File: config.mk
export PLATFORM = sky130hd
export DESIGN_NAME = mem_requester
export DESIGN_NICKNAME = d
export VERILOG_FILES = /design/src/rtl/mem_requester.sv
export SDC_FILE = /design/constraint.sdc
export NUM_CORES = 1
export LEC_CHECK = 0
export ABC_AREA = 1
export CORE_ASPECT_RATIO = 1.1
export CORE_MARGIN = 2
export CORE_UTILIZATION = 53
export DETAILED_ROUTE_END_ITERATION = 10
export GPL_ROUTABILITY_DRIVEN = 1
export GPL_TIMING_DRIVEN = 0
export PLACE_DENSITY = 0.87
export SLEW_MARGIN = 20
export SYNTH_ARGS = -nofsm -noshare
export SYNTH_HDL_FRONTEND = slang
export SYNTH_SLANG_ARGS = --single-unit
File: constraint.sdc
create_clock -name clock -period 2.8 [get_ports clock]
set_input_delay 0.28 -clock clock [delete_from_list [all_inputs] [get_ports clock]]
set_output_delay 0.28 -clock clock [all_outputs]
set_load 0.02 [all_outputs]
File: src/rtl/mem_requester.sv
// mem_requester: serialises CPU load/store requests onto a single-ported,
// word-wide memory with a combinational read port. Sub-word stores are done
// as read-modify-write; sub-word loads are lane-selected and extended.
// Lanes are big-endian (byte offset 0 = bits 31:24).
//
// Ports
//   clock, reset          system clock; synchronous active-low reset
//   req_valid/req_ready   request handshake (ready only while idle)
//   req_write/size/signed/addr/wdata   request fields, captured at handshake
//   rsp_valid/rsp_rdata/rsp_err        one-cycle completion pulse and result
//   mem_ren/mem_wen/mem_addr/mem_din   word-memory control (word index address)
//   mem_dout                           combinational read word
//
// state   | meaning
// IDLE    | ready for a request
// RD      | load: memory read, result captured at end of cycle
// WR      | word store: memory write
// RMW_RD  | sub-word store: read the containing word
// RMW_WR  | sub-word store: write the word back with the lane(s) replaced
// RESP    | rsp_valid pulse, then back to IDLE
module mem_requester (
    input  logic        clock,
    input  logic        reset,
    input  logic        req_valid,
    output logic        req_ready,
    input  logic        req_write,
    input  logic [1:0]  req_size,
    input  logic        req_signed,
    input  logic [31:0] req_addr,
    input  logic [31:0] req_wdata,
    output logic        rsp_valid,
    output logic [31:0] rsp_rdata,
    output logic        rsp_err,
    output logic        mem_ren,
    output logic        mem_wen,
    output logic [31:0] mem_addr,
    output logic [31:0] mem_din,
    input  logic [31:0] mem_dout
);

    typedef enum logic [2:0] {IDLE, RD, WR, RMW_RD, RMW_WR, RESP} state_t;

    state_t      state, state_nxt;
    logic [1:0]  size_q;
    logic        signed_q;
    logic        err_q;
    logic [31:0] addr_q;
    logic [31:0] wdata_q;
    logic [31:0] rmw_q;
    logic [31:0] result_q;

    logic        req_err;
    logic [7:0]  byte_sel;
    logic [15:0] half_sel;
    logic [31:0] load_ext;
    logic [31:0] merged;

    // Rejected requests never touch memory; the address window is 4 KiB.
    always_comb begin
        req_err = (req_size == 2'b11)
                | ((req_size == 2'b01) & req_addr[0])
                | ((req_size == 2'b10) & (|req_addr[1:0]))
                | (|req_addr[31:12]);
    end

    always_comb begin
        state_nxt = state;
        case (state)
            IDLE: begin
                if (req_valid) begin
                    if (req_err)
                        state_nxt = RESP;
                    else if (!req_write)
                        state_nxt = RD;
                    else if (req_size == 2'b10)
                        state_nxt = WR;
                    else
                        state_nxt = RMW_RD;
                end
            end
            RD:      state_nxt = RESP;
            WR:      state_nxt = RESP;
            RMW_RD:  state_nxt = RMW_WR;
            RMW_WR:  state_nxt = RESP;
            RESP:    state_nxt = IDLE;
            default: state_nxt = IDLE;
        endcase
    end

    always_comb begin
        byte_sel = 8'h00;
        case (addr_q[1:0])
            2'd0: byte_sel = mem_dout[31:24];
            2'd1: byte_sel = mem_dout[23:16];
            2'd2: byte_sel = mem_dout[15:8];
            2'd3: byte_sel = mem_dout[7:0];
            default: byte_sel = 8'h00;
        endcase
        half_sel = addr_q[1] ? mem_dout[15:0] : mem_dout[31:16];
        case (size_q)
            2'b00:   load_ext = {{24{signed_q & byte_sel[7]}}, byte_sel};
            2'b01:   load_ext = {{16{signed_q & half_sel[15]}}, half_sel};
            default: load_ext = mem_dout;
        endcase
    end

    // Store data is right-justified; only its low byte/halfword is used.
    always_comb begin
        merged = rmw_q;
        if (size_q == 2'b00) begin
            case (addr_q[1:0])
                2'd0: merged[31:24] = wdata_q[7:0];
                2'd1: merged[23:16] = wdata_q[7:0];
                2'd2: merged[15:8]  = wdata_q[7:0];
                2'd3: merged[7:0]   = wdata_q[7:0];
                default: merged = rmw_q;
            endcase
        end else if (addr_q[1]) begin
            merged[15:0] = wdata_q[15:0];
        end else begin
            merged[31:16] = wdata_q[15:0];
        end
    end

    always_ff @(posedge clock) begin
        if (!reset) begin
            state    <= IDLE;
            size_q   <= 2'b00;
            signed_q <= 1'b0;
            err_q    <= 1'b0;
            addr_q   <= '0;
            wdata_q  <= '0;
            rmw_q    <= '0;
            result_q <= '0;
        end else begin
            state <= state_nxt;
            if (state == IDLE && req_valid) begin
                size_q   <= req_size;
                signed_q <= req_signed;
                err_q    <= req_err;
                addr_q   <= req_addr;
                wdata_q  <= req_wdata;
                result_q <= '0;
            end
            if (state == RD)
                result_q <= load_ext;
            if (state == RMW_RD)
                rmw_q <= mem_dout;
        end
    end

    // Outputs decode the state and registered request only, so they are
    // glitch-free and constant across every memory-access cycle.
    assign req_ready = (state == IDLE);
    assign rsp_valid = (state == RESP);
    assign rsp_err   = rsp_valid & err_q;
    assign rsp_rdata = rsp_valid ? result_q : '0;
    assign mem_ren   = (state == RD) | (state == RMW_RD);
    assign mem_wen   = (state == WR) | (state == RMW_WR);
    assign mem_addr  = (mem_ren | mem_wen) ? {2'b00, addr_q[31:2]} : '0;
    assign mem_din   = (state == WR)     ? wdata_q :
                       (state == RMW_WR) ? merged  : '0;

endmodule

==> impl_metrics.json, run 1 <==
{
  "outcome": "complete, but fails checks",
  "violations": "negative setup slack",
  "finalPower_uw": 6810,
  "num_vias": 8672,
  "ys_types": 30,
  "drcViolationCount": 0,
  "path_buf_inv": 4,
  "synthFlopType": "dfxtp_1",
  "hpwl_microns": 19600,
  "firstDrtPassIters": 6,
  "p_int_uw": 4360,
  "grt_pass1_vias": 8188,
  "worst_path_largest_cell_delay_ns": 0.65,
  "postLayoutCoreUtil": 0.749,
  "track_usage": 0.355,
  "timing.final.crit_share": 1.01,
  "syn_inst": 1158,
  "leakagePower_uw": 0.00448,
  "grt_max_degree": 17,
  "postCtsHoldBufs": 0,
  "coreArea_sq_um": 13700,
  "chipWidth_microns": 116,
  "synth-edff-count": 0,
  "overflow": 0,
  "cts_buffers": 17,
  "hold_class": "input pin to flip-flop",
  "yosysTopAreaCellShare": 0.369,
  "ys_ff_latch": 135,
  "rsz0062_at_grt": "yes",
  "cts.sinks": 135,
  "dieArea_sq_um": 14800,
  "grt_pass1_wl_microns": 40600,
  "routedWlPerCell_microns": 16.7,
  "antenna_found_initial": 0,
  "start_util": 0.536,
  "start_kind": "flip-flop",
  "cp.required_ns": 2.52,
  "antennaDiodeCount": 0,
  "pwr-share-clk": 0.345,
  "crit_type": "flip-flop to output pin",
  "worst_pin_slew_ns": 0.658,
  "p_per_area_nw_per_um2": 665,
  "gp_congestion": 1.07,
  "p_comb_frac": 0.325,
  "vdd_drop_max_v": 0.000456,
  "power_switching_uw": 2450,
  "port_buffers": 201,
  "cpMaxStageDelayCell": "clkdlybuf4s50_1",
  "areaGrowthSynthToFinish_pct": 39.7,
  "finalWorstPathRequiredPeriod_ns": 2.84,
  "drtIter0Drc": 754,
  "slew_headroom": 0.561,
  "ys_seq_area_frac": 0.369,
  "cts.path.max_buffers": 2,
  "end_kind": "output pin",
  "p_seq_frac": 0.330,
  "ys_top_cells_by_area": "dfxtp_1 37%, o21ai_0 16%, a21oi_1 11%",
  "synth_top_area_cell": "dfxtp_1",
  "crit_top_cell": "inv_1",
  "finalSetupViolCount": 2,
  "swShare": 0.360,
  "htreeDepth": 4,
  "final_nets": 1482,
  "timing.final.ws_setup_ns": -0.0397,
  "synth.avg_cell_area_sq_um": 6.33,
  "ios": 204,
  "synth_area_sq_um": 7330,
  "crit_chain": "inv_1, nand3_1, inv_1, clkbuf_1, o21ai_1, o21ai_0, clkdlybuf4s50_1",
  "finalHoldViolCount": 0,
  "yosysMostFrequentCell": "o21ai_0",
  "max_freq_ghz": 0.352,
  "slew_violations": 0,
  "ant_nets": 0,
  "cp_top_family": "buffers and inverters",
  "yosysWarningCount": 0,
  "clk_latency_ns": 0.43,
  "cts_tree": "built",
  "cp_max_fo": 10,
  "synth.cells.most_frequent": "233 x o21ai_0, 186 x nor2_1, 165 x a21oi_1",
  "drv_cap": 0,
  "vias_per_cell": 5.49,
  "die_y_microns": 127,
  "cts_root_buffer": "clkbuf_16",
  "fin_skew_ns": 0.00640,
  "async_flop_share": 0,
  "arrival_ns": 2.56,
  "rows": 45,
  "drive_gt1_frac": 0.0776,
  "clkSlewWorstSetupHoldPaths_ns": 0.06,
  "wirelength_microns": 26300
}
layout by cell type, fill, tap and decap left out, drive strengths merged:
| cell type | instances |
|---|---|
| o21ai | 237 |
| nor2 | 191 |
| a21oi | 176 |
| clkdlybuf4s50 | 170 |
| nand2 | 161 |
| inv | 143 |
| dfxtp | 135 |
| clkbuf | 70 |
| buf | 32 |
| dlygate4sd2 | 19 |
| nand3 | 16 |
| dlymetal6s2s | 12 |
| o211ai | 7 |
| clkinv | 6 |
| a31oi | 5 |
| nor3 | 3 |
| bufinv | 3 |
| conb | 2 |
| o22ai | 1 |
| o21bai | 1 |
| nand4 | 1 |
| nor4b | 1 |
registers in the layout (all words and copies together), names as in the netlist:
register and cells:
rmw_q 32, signed_q 1, wdata_q 32, addr_q 32, state 3, result_q 32
size_q 2, err_q 1
layer usage:
layer | vias to the layer above | track usage | wire length [microns]
met5 | - | 0 | 0
met4 | 0 | 0.195 | 1380
met3 | 112 | 0.0925 | 2740
met2 | 519 | 0.556 | 11800
met1 | 3845 | 0.445 | 10400
li1 | 4196 | - | -
worst paths after layout:
| check | startpoint | endpoint | slack, ns | cells past startpoint |
|---|---|---|---|---|
| max | state[1] | mem_din[18] | -0.04 | 7 |
| min | req_addr[4] | addr_q[4] | 0.44 | 3 |
| max reg2reg | state[2] | addr_q[1] | 0.85 | 8 |
| min reg2reg | wdata_q[23] | wdata_q[23] | 0.45 | 2 |
stage by stage:
stage               hold WS (ns)  TNS, ns  setup WS (ns)  area [sq um]  std cells
CTS                        0.437   -0.135        -0.0669         10200       1580
global placement           0.434        0          0.218          9580       1548
global route               0.444   -0.575         -0.197         10200       1580
floorplan                  0.415        0          0.858          7340       1159
finish                     0.435  -0.0774        -0.0397         10200       1580
detailed placement         0.440        0          0.213          9580       1548
cell families (layout without fill, tap and decap cells):
group           after synthesis  count (layout)  share of synthesized area
compound gates              427             427                      0.302
flops                       135             135                      0.369
simple gates                373             373                      0.206
buf+inv                     222             455                      0.123
other cells                   1               2                   0.000511
worst reg2reg max path, delay by kind of cell (launching register included):
| family | cells | cell delay [ns] |
|---|---|---|
| compound gates | 2 | 0.35 |
| buf+inv | 3 | 0.57 |
| flops | 1 | 0.33 |
| simple gates | 3 | 0.55 |
final cells by class:
| type | count | area, sq um |
|---|---|---|
| multi-input cells | 802 | 3750 |
| repair buffers | 201 | 2020 |
| flip-flops and latches | 135 | 2700 |
| plain buffers | 83 | 405 |
| well taps | 188 | 235 |
| clock buffers | 19 | 443 |
| clock inverters | 13 | 169 |
| inverters | 139 | 522 |
| fillers | 1094 | 3440 |
power groups by stage:
stage	clock, uW	combinational [uW]	sequential (uW)
final	2350	2220	2250
after global routing	2430	2410	2270
after CTS	2340	2160	2240
after detailed placement	0	2140	2280
after global placement	0	2120	2270
after floorplan	0	1380	2250
timing repair:
action                                  4_1_cts  5_1_grt
buffers inserted                              0        0
gates resized for setup                      33       26
endpoints found under the setup margin       32       44
(Power assumes the default switching activity.)
==> inputs of run 2 (changes only) <==
Settings changed: CTS_CLUSTER_DIAMETER from default to 200, GPL_TIMING_DRIVEN 0 to default.
==> impl_metrics.json, run 2 (same netlist as run 1, synthesis figures left out) <==
{
  "routedWlPerCell_microns": 15.8,
  "timing.final.ws_setup_ns": 0.0626,
  "layout_commonest_cell": "o21ai_0",
  "timing.hold.ws_ns": 0.389,
  "ant_nets": 0,
  "crit_type": "flip-flop to output pin",
  "max_freq_ghz": 0.365,
  "postCtsHoldBufs": 0,
  "arrival_ns": 2.46,
  "antennaDiodeCount": 0,
  "cts.path.max_buffers": 2,
  "cp.required_ns": 2.52,
  "swShare": 0.350,
  "dieArea_sq_um": 14800,
  "grt_pass1_wl_microns": 37700,
  "cts_buffers": 17,
  "worst_pin_slew_ns": 0.966,
  "coreArea_sq_um": 13700,
  "clk_latency_ns": 0.43,
  "power_switching_uw": 2310,
  "areaGrowthSynthToFinish_pct": 37.5,
  "cts_root_buffer": "clkbuf_16",
  "pwr-share-clk": 0.337,
  "p_int_uw": 4300,
  "finalSetupViolCount": 0,
  "overflow": 0,
  "gp_congestion": 0.939,
  "htreeDepth": 4,
  "drtIter0Drc": 955,
  "start_util": 0.536,
  "rows": 45,
  "grt_pass1_vias": 7459,
  "slew_violations": 0,
  "finalHoldViolCount": 0,
  "post_layout_nonfiller_instances": 1523,
  "port_buffers": 201,
  "outcome": "completed",
  "clkSlewWorstSetupHoldPaths_ns": 0.06,
  "start_kind": "flip-flop",
  "finalPower_uw": 6610,
  "end_kind": "output pin",
  "drv_cap": 0,
  "vdd_drop_max_v": 0.000434,
  "dp_slack_ns": 0.269,
  "placedCellCount": 1485,
  "final_nets": 1427,
  "leakagePower_uw": 0.00425,
  "track_usage": 0.323,
  "antenna_found_initial": 0,
  "cts.sinks": 135,
  "slew_headroom": 0.355,
  "p_seq_frac": 0.342,
  "drive_gt1_frac": 0.0742,
  "drcViolationCount": 0,
  "cp_max_fo": 27,
  "firstDrtPassIters": 5,
  "p_per_area_nw_per_um2": 655,
  "num_vias": 8276,
  "vias_per_cell": 5.43,
  "rsz0062_at_grt": "yes",
  "wirelength_microns": 24100,
  "cts_tree": "built",
  "fillers": 1128,
  "ios": 204,
  "hpwl_microns": 16500,
  "finalWorstPathRequiredPeriod_ns": 2.74,
  "hold_class": "input pin to flip-flop",
  "chipWidth_microns": 116,
  "grt_max_degree": 104,
  "die_y_microns": 127,
  "p_comb_frac": 0.321,
  "mostFrequentLayoutCells": "231 x o21ai_0, 190 x clkdlybuf4s50_1, 185 x nor2_1",
  "timing.final.crit_share": 0.978,
  "fin_skew_ns": 0.00355
}
-- run 2: path summary, 6_finish.rpt --
path | startpoint | end | slack (ns) | cells after the start
max | addr_q[1] | mem_din[0] | 0.06 | 6
min | reset | wdata_q[16] | 0.39 | 4
max reg2reg | state[2] | wdata_q[2] | 0.84 | 7
min reg2reg | wdata_q[16] | wdata_q[16] | 0.45 | 2
-- run 2: layout make-up --
| class | instances | area (sq um) | area share |
|---|---|---|---|
| clock inverters | 9 | 100 | 0.00993 |
| inverters | 139 | 531 | 0.0526 |
| clock buffers | 21 | 480 | 0.0477 |
| well taps | 188 | 235 | 0.0233 |
| flip-flops and latches | 135 | 2710 | 0.268 |
| repair buffers | 228 | 2270 | 0.225 |
| multi-input cells | 803 | 3760 | 0.373 |
-- run 2: worst max-delay path, cell delays in order, from the launching register on --
cell	delay (ns)
dfxtp_2	0.50
buf_4	0.36
nor2_1	0.09
o21ai_0	0.18
nand2_1	0.08
o21ai_0	0.14
clkdlybuf4s50_1	0.67
-- run 2: through the flow --
stage	cell area (sq um)	TNS [ns]	util
2_1_floorplan	7340	0	-
3_3_place_gp	9380	0	0.686
3_5_place_dp	9380	0	0.686
4_1_cts	9970	-0.256	0.728
5_1_grt	10100	-2.20	0.737
6_report	10100	0	0.737
-- run 2: power by group through the flow --
stage / logic, uW / registers [uW] / clock network (uW)
6_report: 2120 / 2260 / 2230
5_1_grt: 2330 / 2280 / 2320
4_1_cts: 2050 / 2250 / 2230
3_5_place_dp: 2030 / 2280 / 0
3_3_place_gp: 2000 / 2270 / 0
2_1_floorplan: 1380 / 2250 / 0
-- run 2: timing repair --
item / CTS / global route
setup endpoints to repair: 12 / 64
pin swaps: 0 / 2
gates cloned: 0 / 1
setup buffers: 0 / 7
gates resized for setup: 1 / 23
-- run 2: per-layer routing --
metal  up-vias  track usage  part of all wire
li1       4079            -                 -
met1      3702        0.426              0.41
met2       419        0.497              0.45
met3        76       0.0882              0.11
met4         0        0.141             0.034
met5         -            0                 0
